===== config.mk =====
export PLATFORM = sky130hd
export DESIGN_NAME = mem_port_ctrl
export DESIGN_NICKNAME = d
export VERILOG_FILES = /design/src/rtl/mem_port_ctrl.sv
export SDC_FILE = /design/constraint.sdc
export NUM_CORES = 1
export LEC_CHECK = 0
export ABC_AREA = 1
export CAP_MARGIN = 20
export CORE_ASPECT_RATIO = 1.75
export CORE_MARGIN = 2
export CORE_UTILIZATION = 45
export DETAILED_ROUTE_END_ITERATION = 10
export PLACE_DENSITY = 0.84
export SLEW_MARGIN = 20
export SYNTH_ARGS = -nofsm -noshare
export SYNTH_HDL_FRONTEND = slang
export SYNTH_SLANG_ARGS = --single-unit

===== constraint.sdc =====
create_clock -name clk -period 3.25 [get_ports clk]
set_clock_uncertainty 0.15 [all_clocks]
set_input_delay 0.65 -clock clk [delete_from_list [all_inputs] [get_ports clk]]
set_output_delay 0.65 -clock clk [all_outputs]
set_load 0.01 [all_outputs]

===== src/rtl/mem_port_ctrl.sv =====
// mem_port_ctrl: request/response front end for an 8192x32 byte-lane RAM with sized, extended accesses.
// Define MISALIGN_SPLIT_EN to split misaligned accesses into two RAM cycles instead of rejecting them.
module mem_port_ctrl (
    input  logic        clk,
    input  logic        reset_b,
    input  logic        req_valid,
    output logic        req_ready,
    input  logic        req_rnw,
    input  logic [14:0] req_addr,
    input  logic [1:0]  req_size,
    input  logic        req_signed,
    input  logic [31:0] req_wdata,
    output logic        rsp_valid,
    output logic [31:0] rsp_rdata,
    output logic        rsp_err,
    output logic [12:0] ram_address,
    output logic [31:0] ram_din,
    output logic        ram_rnw,
    output logic [3:0]  ram_cs_b,
    input  logic [31:0] ram_dout
);
    typedef enum logic [2:0] {IDLE, ISSUE, ISSUE2, WAIT, RESP} state_t;
    state_t state, next_state;
    logic        rnw_q, sgn_q, rnw, sgn, err, split, drive1, drive2;
    logic [14:0] addr_q, addr;
    logic [1:0]  size_q, size, off;
    logic [31:0] wdata_q, wdata, lo_q, hi_q, lo_v, hi_v, shifted, rdata_ext;
    logic [7:0]  lanes;
    logic [63:0] wide;
    // In IDLE the live request is decoded so the first RAM cycle can be registered at the accept edge.
    always_comb begin
        rnw = state == IDLE ? req_rnw : rnw_q;
        sgn = state == IDLE ? req_signed : sgn_q;
        addr = state == IDLE ? req_addr : addr_q;
        size = state == IDLE ? req_size : size_q;
        wdata = state == IDLE ? req_wdata : wdata_q;
        off = addr[1:0];
        lanes = {4'h0, size == 2'b00 ? 4'h1 : size == 2'b01 ? 4'h3 : 4'hF} << off;
        wide = {32'h0, wdata & (size == 2'b00 ? 32'h0000_00FF : size == 2'b01 ? 32'h0000_FFFF : 32'hFFFF_FFFF)} << {off, 3'b000};
`ifdef MISALIGN_SPLIT_EN
        err = size == 2'b11;
        split = size != 2'b11 && lanes[7:4] != 4'h0;
`else
        err = size == 2'b11 || (size == 2'b01 && off[0]) || (size == 2'b10 && off != 2'b00);
        split = 1'b0;
`endif
        lo_v = state == WAIT && !split ? ram_dout : lo_q;
        hi_v = state == WAIT && split ? ram_dout : hi_q;
        shifted = 32'({hi_v, lo_v} >> {off, 3'b000});
        rdata_ext = size == 2'b00 ? {{24{sgn & shifted[7]}}, shifted[7:0]} :
                    size == 2'b01 ? {{16{sgn & shifted[15]}}, shifted[15:0]} : shifted;
    end
    always_ff @(posedge clk) begin
        if (!reset_b) state <= IDLE;
        else state <= next_state;
    end
    always_comb begin
        next_state = state == IDLE ? (req_valid ? ISSUE : IDLE) :
                     state == ISSUE ? (err ? RESP : split ? ISSUE2 : rnw ? WAIT : RESP) :
                     state == ISSUE2 ? (rnw ? WAIT : RESP) :
                     state == WAIT ? RESP : IDLE;
    end
    always_comb begin
        req_ready = state == IDLE && reset_b;
        drive1 = next_state == ISSUE && !err;
        drive2 = next_state == ISSUE2;
    end
    always_ff @(posedge clk) begin
        if (state == IDLE) begin
            rnw_q <= req_rnw;
            sgn_q <= req_signed;
            addr_q <= req_addr;
            size_q <= req_size;
            wdata_q <= req_wdata;
        end
        if (state == ISSUE2) lo_q <= ram_dout;
        if (state == WAIT && split) hi_q <= ram_dout;
        if (state == WAIT && !split) lo_q <= ram_dout;
    end
    always_ff @(posedge clk) begin
        if (!reset_b) begin
            rsp_valid <= 1'b0;
            rsp_rdata <= 32'h0;
            rsp_err <= 1'b0;
            ram_cs_b <= 4'hF;
            ram_rnw <= 1'b1;
            ram_address <= 13'h0;
            ram_din <= 32'h0;
        end else begin
            rsp_valid <= next_state == RESP;
            if (next_state == RESP) begin
                rsp_err <= err;
                rsp_rdata <= err || !rnw ? 32'h0 : rdata_ext;
            end
            ram_cs_b <= drive1 ? ~lanes[3:0] : drive2 ? ~lanes[7:4] : 4'hF;
            ram_rnw <= drive1 || drive2 ? rnw : 1'b1;
            if (drive1) begin
                ram_address <= addr[14:2];
                ram_din <= wide[31:0];
            end
            if (drive2) begin
                ram_address <= addr[14:2] + 13'd1;
                ram_din <= wide[63:32];
            end
        end
    end
endmodule

==> impl_metrics.tcl <==
set metrics [dict create \
    grt_pass1_vias 7183 \
    timing.critical_path.to_type "primary output" \
    clk_latency_ns 0.44 \
    tritoncts_sinks 170 \
    crit-reg2reg-launch "state[0]$_SDFF_PN0_" \
    critPathRequiredTime_ns 2.45 \
    muxShareOfSynthArea 0.0205 \
    r2r.worst_path.cells 13 \
    syn_nets 1130 \
    fillerInstances 1455 \
    dominant_combinational_cell_family_by_area_after_synthesis "simple AND/OR/NAND/NOR gates" \
    synth.avg_cell_area_um2 7.29 \
    powerDensity_nw_per_um2 619 \
    final-instance-count-excl-fill 1426 \
    finish.net_count 1275 \
    final_layout_size_suffix_gt1_frac 0.0749 \
    die_area_um2 18000 \
    post_synth_inst_count 1044 \
    cts_htree_levels 4 \
    setup.worst_path.end "req_ready" \
    synth_seq_area_share 0.489 \
    reg2reg_to "ram_din[21]$_SDFFE_PN0P_" \
    rows 62 \
    insertedDiodeCount 0 \
    post-route-period-util 0.923 \
    fin_crit_ns 3.00 \
    post_cts_hold_buffer_count 0 \
    die_w_um 102 \
    synth_seq_cells 170 \
    drcViolationCount 0 \
    slew_violations 0 \
    globalRouteTotalUtil 0.267 \
    synthFlopType "sky130_fd_sc_hd__dfxtp_1" \
    post_cts_buffers 0 \
    max-clock-path-buffers 2 \
    io-pin-count 171 \
    pin_slew_with_the_least_headroom_to_its_limit_ns 0.558 \
    rrSetupSlack_ns 0.36 \
    avgViaCountPerCell 5.10 \
    critical_path.startpoint "state[0]$_SDFF_PN0_" \
    synth_fa_ha_area_frac 0 \
    post-place-cells 1394 \
    synth-edff-count 32 \
    finalSetupViolCount 0 \
    layout.area.seq_um2 3720 \
    critical_path.cell_chain "inv_2 -> nand2_4 -> buf_4 -> nor2_1 -> clkdlybuf4s50_1" \
    routed-via-count 7272 \
    finalWeightedCongestion 0.930 \
    yosys.cell_types.count 30 \
    multi_input_comb_area_um2 3290 \
    cp.arrival_ns 2.20 \
    total_power_mw 6.22 \
    grt_start_max_net_pins 52 \
    relSlewSlack 0.627 \
    fmax_mhz 333 \
    leakagePower_nw 4.32 \
    vdd.ir_drop.worst_mv 0.321 \
    rsz_0062_raised_after_global_routing "no" \
    criticalPathCategory "flop to primary output" \
    root_buffer_cell "sky130_fd_sc_hd__clkbuf_16" \
    flow.area_growth_from_synthesis_pct 32.1 \
    floorplan.die.height_um 176 \
    min_path_type "flop to flop" \
    yosys.area_share.simple 0.318 \
    core_area_um2 16500 \
    worst_setup_hold_path_clk_slew_ns 0.07 \
    dp_hpwl_um 16900 \
    synth_warnings 0 \
    setup.worst_path.start_class "flop" \
    yosys.area_share.xor_xnor 0 \
    cts-buffers-inserted 17 \
    floorplan.initialDensity 0.461 \
    outcome "complete, no violations" \
    drt_first_pass_iters 6 \
    antenna_found_initial 0 \
    totalWireLength_um 23400 \
    overflow 0 \
    finalSetupTns_ns 0 \
    syn-cell-area_um2 7610 \
    ys_async_sr_fraction 0 \
    critical_path_peak_fanout 17 \
    slowest_stage "sky130_fd_sc_hd__clkdlybuf4s50_1" \
    portBuffers 170 \
    grt_first_pass_wirelength_um 36800 \
    synth-compound-area-share 0.0940 \
    timing.critical_path.slowest_cell_delay_ns 0.56 \
    report.final.hold_viol_count 0 \
    max_cap_violations 0 \
    dr.first_iter.drc_count 479 \
    routedWlPerCell_um 16.4 \
    tritoncts "built" \
    ant_nets 0 \
]
==> state kept, by name, indices dropped and copies added (netlist names) <==
| register | cells |
|---|---|
| ram_din | 32 |
| rnw_q | 1 |
| state | 3 |
| ram_address | 13 |
| rsp_rdata | 32 |
| wdata_q | 32 |
| size_q | 2 |
| rsp_err | 1 |
| rsp_valid | 1 |
| ram_rnw | 1 |
| sgn_q | 1 |
| ram_cs_b | 4 |
| addr_q | 15 |
| lo_q | 32 |
==> what timing repair did <==
action | in CTS | in global routing
gates resized for setup | 0 | 1
setup endpoints to repair | 0 | 1
hold endpoints to repair | 0 | 0
==> per-stage QoR <==
stage,setup WS (ns),hold WS (ns),cell area [um^2],utilization
after floorplan,0.978,0.261,7610,-
after global placement,0.278,0.271,9430,0.570
after detailed placement,0.209,0.281,9430,0.570
after CTS,0.0903,0.301,10000,0.608
after global routing,0.0906,0.332,10100,0.608
final,0.249,0.300,10100,0.608
==> cell usage after synthesis, types with 2 or more instances <==
cell type | count | share of area
sky130_fd_sc_hd__edfxtp_1 | 32 | 0.13
sky130_fd_sc_hd__nor2_1 | 75 | 0.037
sky130_fd_sc_hd__o21ai_0 | 36 | 0.024
sky130_fd_sc_hd__inv_1 | 61 | 0.030
sky130_fd_sc_hd__nand3_1 | 80 | 0.053
sky130_fd_sc_hd__nand3b_1 | 2 | 0.0020
sky130_fd_sc_hd__nor3_1 | 4 | 0.0026
sky130_fd_sc_hd__buf_6 | 5 | 0.0074
sky130_fd_sc_hd__or2_1 | 2 | 0.0016
sky130_fd_sc_hd__nor2_4 | 3 | 0.0044
sky130_fd_sc_hd__inv_2 | 7 | 0.0035
sky130_fd_sc_hd__nand4_1 | 6 | 0.0049
sky130_fd_sc_hd__dfxtp_1 | 138 | 0.36
sky130_fd_sc_hd__buf_4 | 4 | 0.0039
sky130_fd_sc_hd__clkbuf_1 | 16 | 0.0079
sky130_fd_sc_hd__nand2_2 | 10 | 0.0082
sky130_fd_sc_hd__a21oi_1 | 79 | 0.052
sky130_fd_sc_hd__mux2_2 | 13 | 0.019
sky130_fd_sc_hd__nand2_1 | 399 | 0.20
sky130_fd_sc_hd__buf_1 | 5 | 0.0025
sky130_fd_sc_hd__o21ai_1 | 22 | 0.014
sky130_fd_sc_hd__o211ai_1 | 4 | 0.0039
sky130_fd_sc_hd__buf_2 | 33 | 0.022
sky130_fd_sc_hd__nor2_2 | 2 | 0.0016
==> cells in the final DEF (no fill, tap or decap), drive strengths merged <==
cell type	n
nand2	410
clkdlybuf4s50	169
dfxtp	138
nand3	81
nor2	80
a21oi	79
inv	77
o21ai	58
edfxtp	32
buf	20
clkbuf	17
mux2	13
clkinv	8
nand4	6
nor3	4
o211ai	4
or2	2
nand3b	2
mux2i	1
and2	1
==> cells by family after synthesis <==
family	count (synthesis)
mux	14
compound gates	141
flops	170
buf+inv	133
simple gates	586
==> per-layer routing <==
layer / wire length, um / vias to the layer above / track usage
met1: 8180 / 3302 / 0.283
met3: 1180 / 77 / 0.0344
li1: - / 3610 / -
met2: 12700 / 283 / 0.488
met5: 0 / - / 0
met4: 1390 / 0 / 0.156
==> area by class of cell <==
cell class	instances	area share
clock buffers	17	0.0423
clock inverters	15	0.0195
inverters	70	0.0266
multi-input cells	741	0.328
flip-flops and latches	170	0.370
well taps	224	0.0279
repair buffers	189	0.185
==> worst max-delay path: cells and delay by family, from the launching register on <==
family / cells / cell delay, ns
buf+inv: 3 / 1.10
flops: 1 / 0.36
simple gates: 2 / 0.30
==> worst min path at each step <==
stage	start	cells past startpoint	slack, ns	endpoint
after floorplan	wdata_q[24]$_DFF_P_	2	0.26	wdata_q[24]$_DFF_P_
after global placement	wdata_q[24]$_DFF_P_	2	0.27	wdata_q[24]$_DFF_P_
after detailed placement	wdata_q[14]$_DFF_P_	2	0.28	wdata_q[14]$_DFF_P_
after CTS	wdata_q[14]$_DFF_P_	2	0.30	wdata_q[14]$_DFF_P_
after global routing	wdata_q[14]$_DFF_P_	2	0.33	wdata_q[14]$_DFF_P_
final	wdata_q[30]$_DFF_P_	2	0.30	wdata_q[30]$_DFF_P_
==> power breakdown <==
group	total, mW	leakage [nW]	switching (mW)	internal, mW
combinational	1.64	2.60	1.01	0.634
sequential	2.49	1.43	0.101	2.38
clock	2.10	0.300	1.04	1.06
total	6.22	4.32	2.14	4.08
Note: power is estimated with default switching activity, not from simulation.
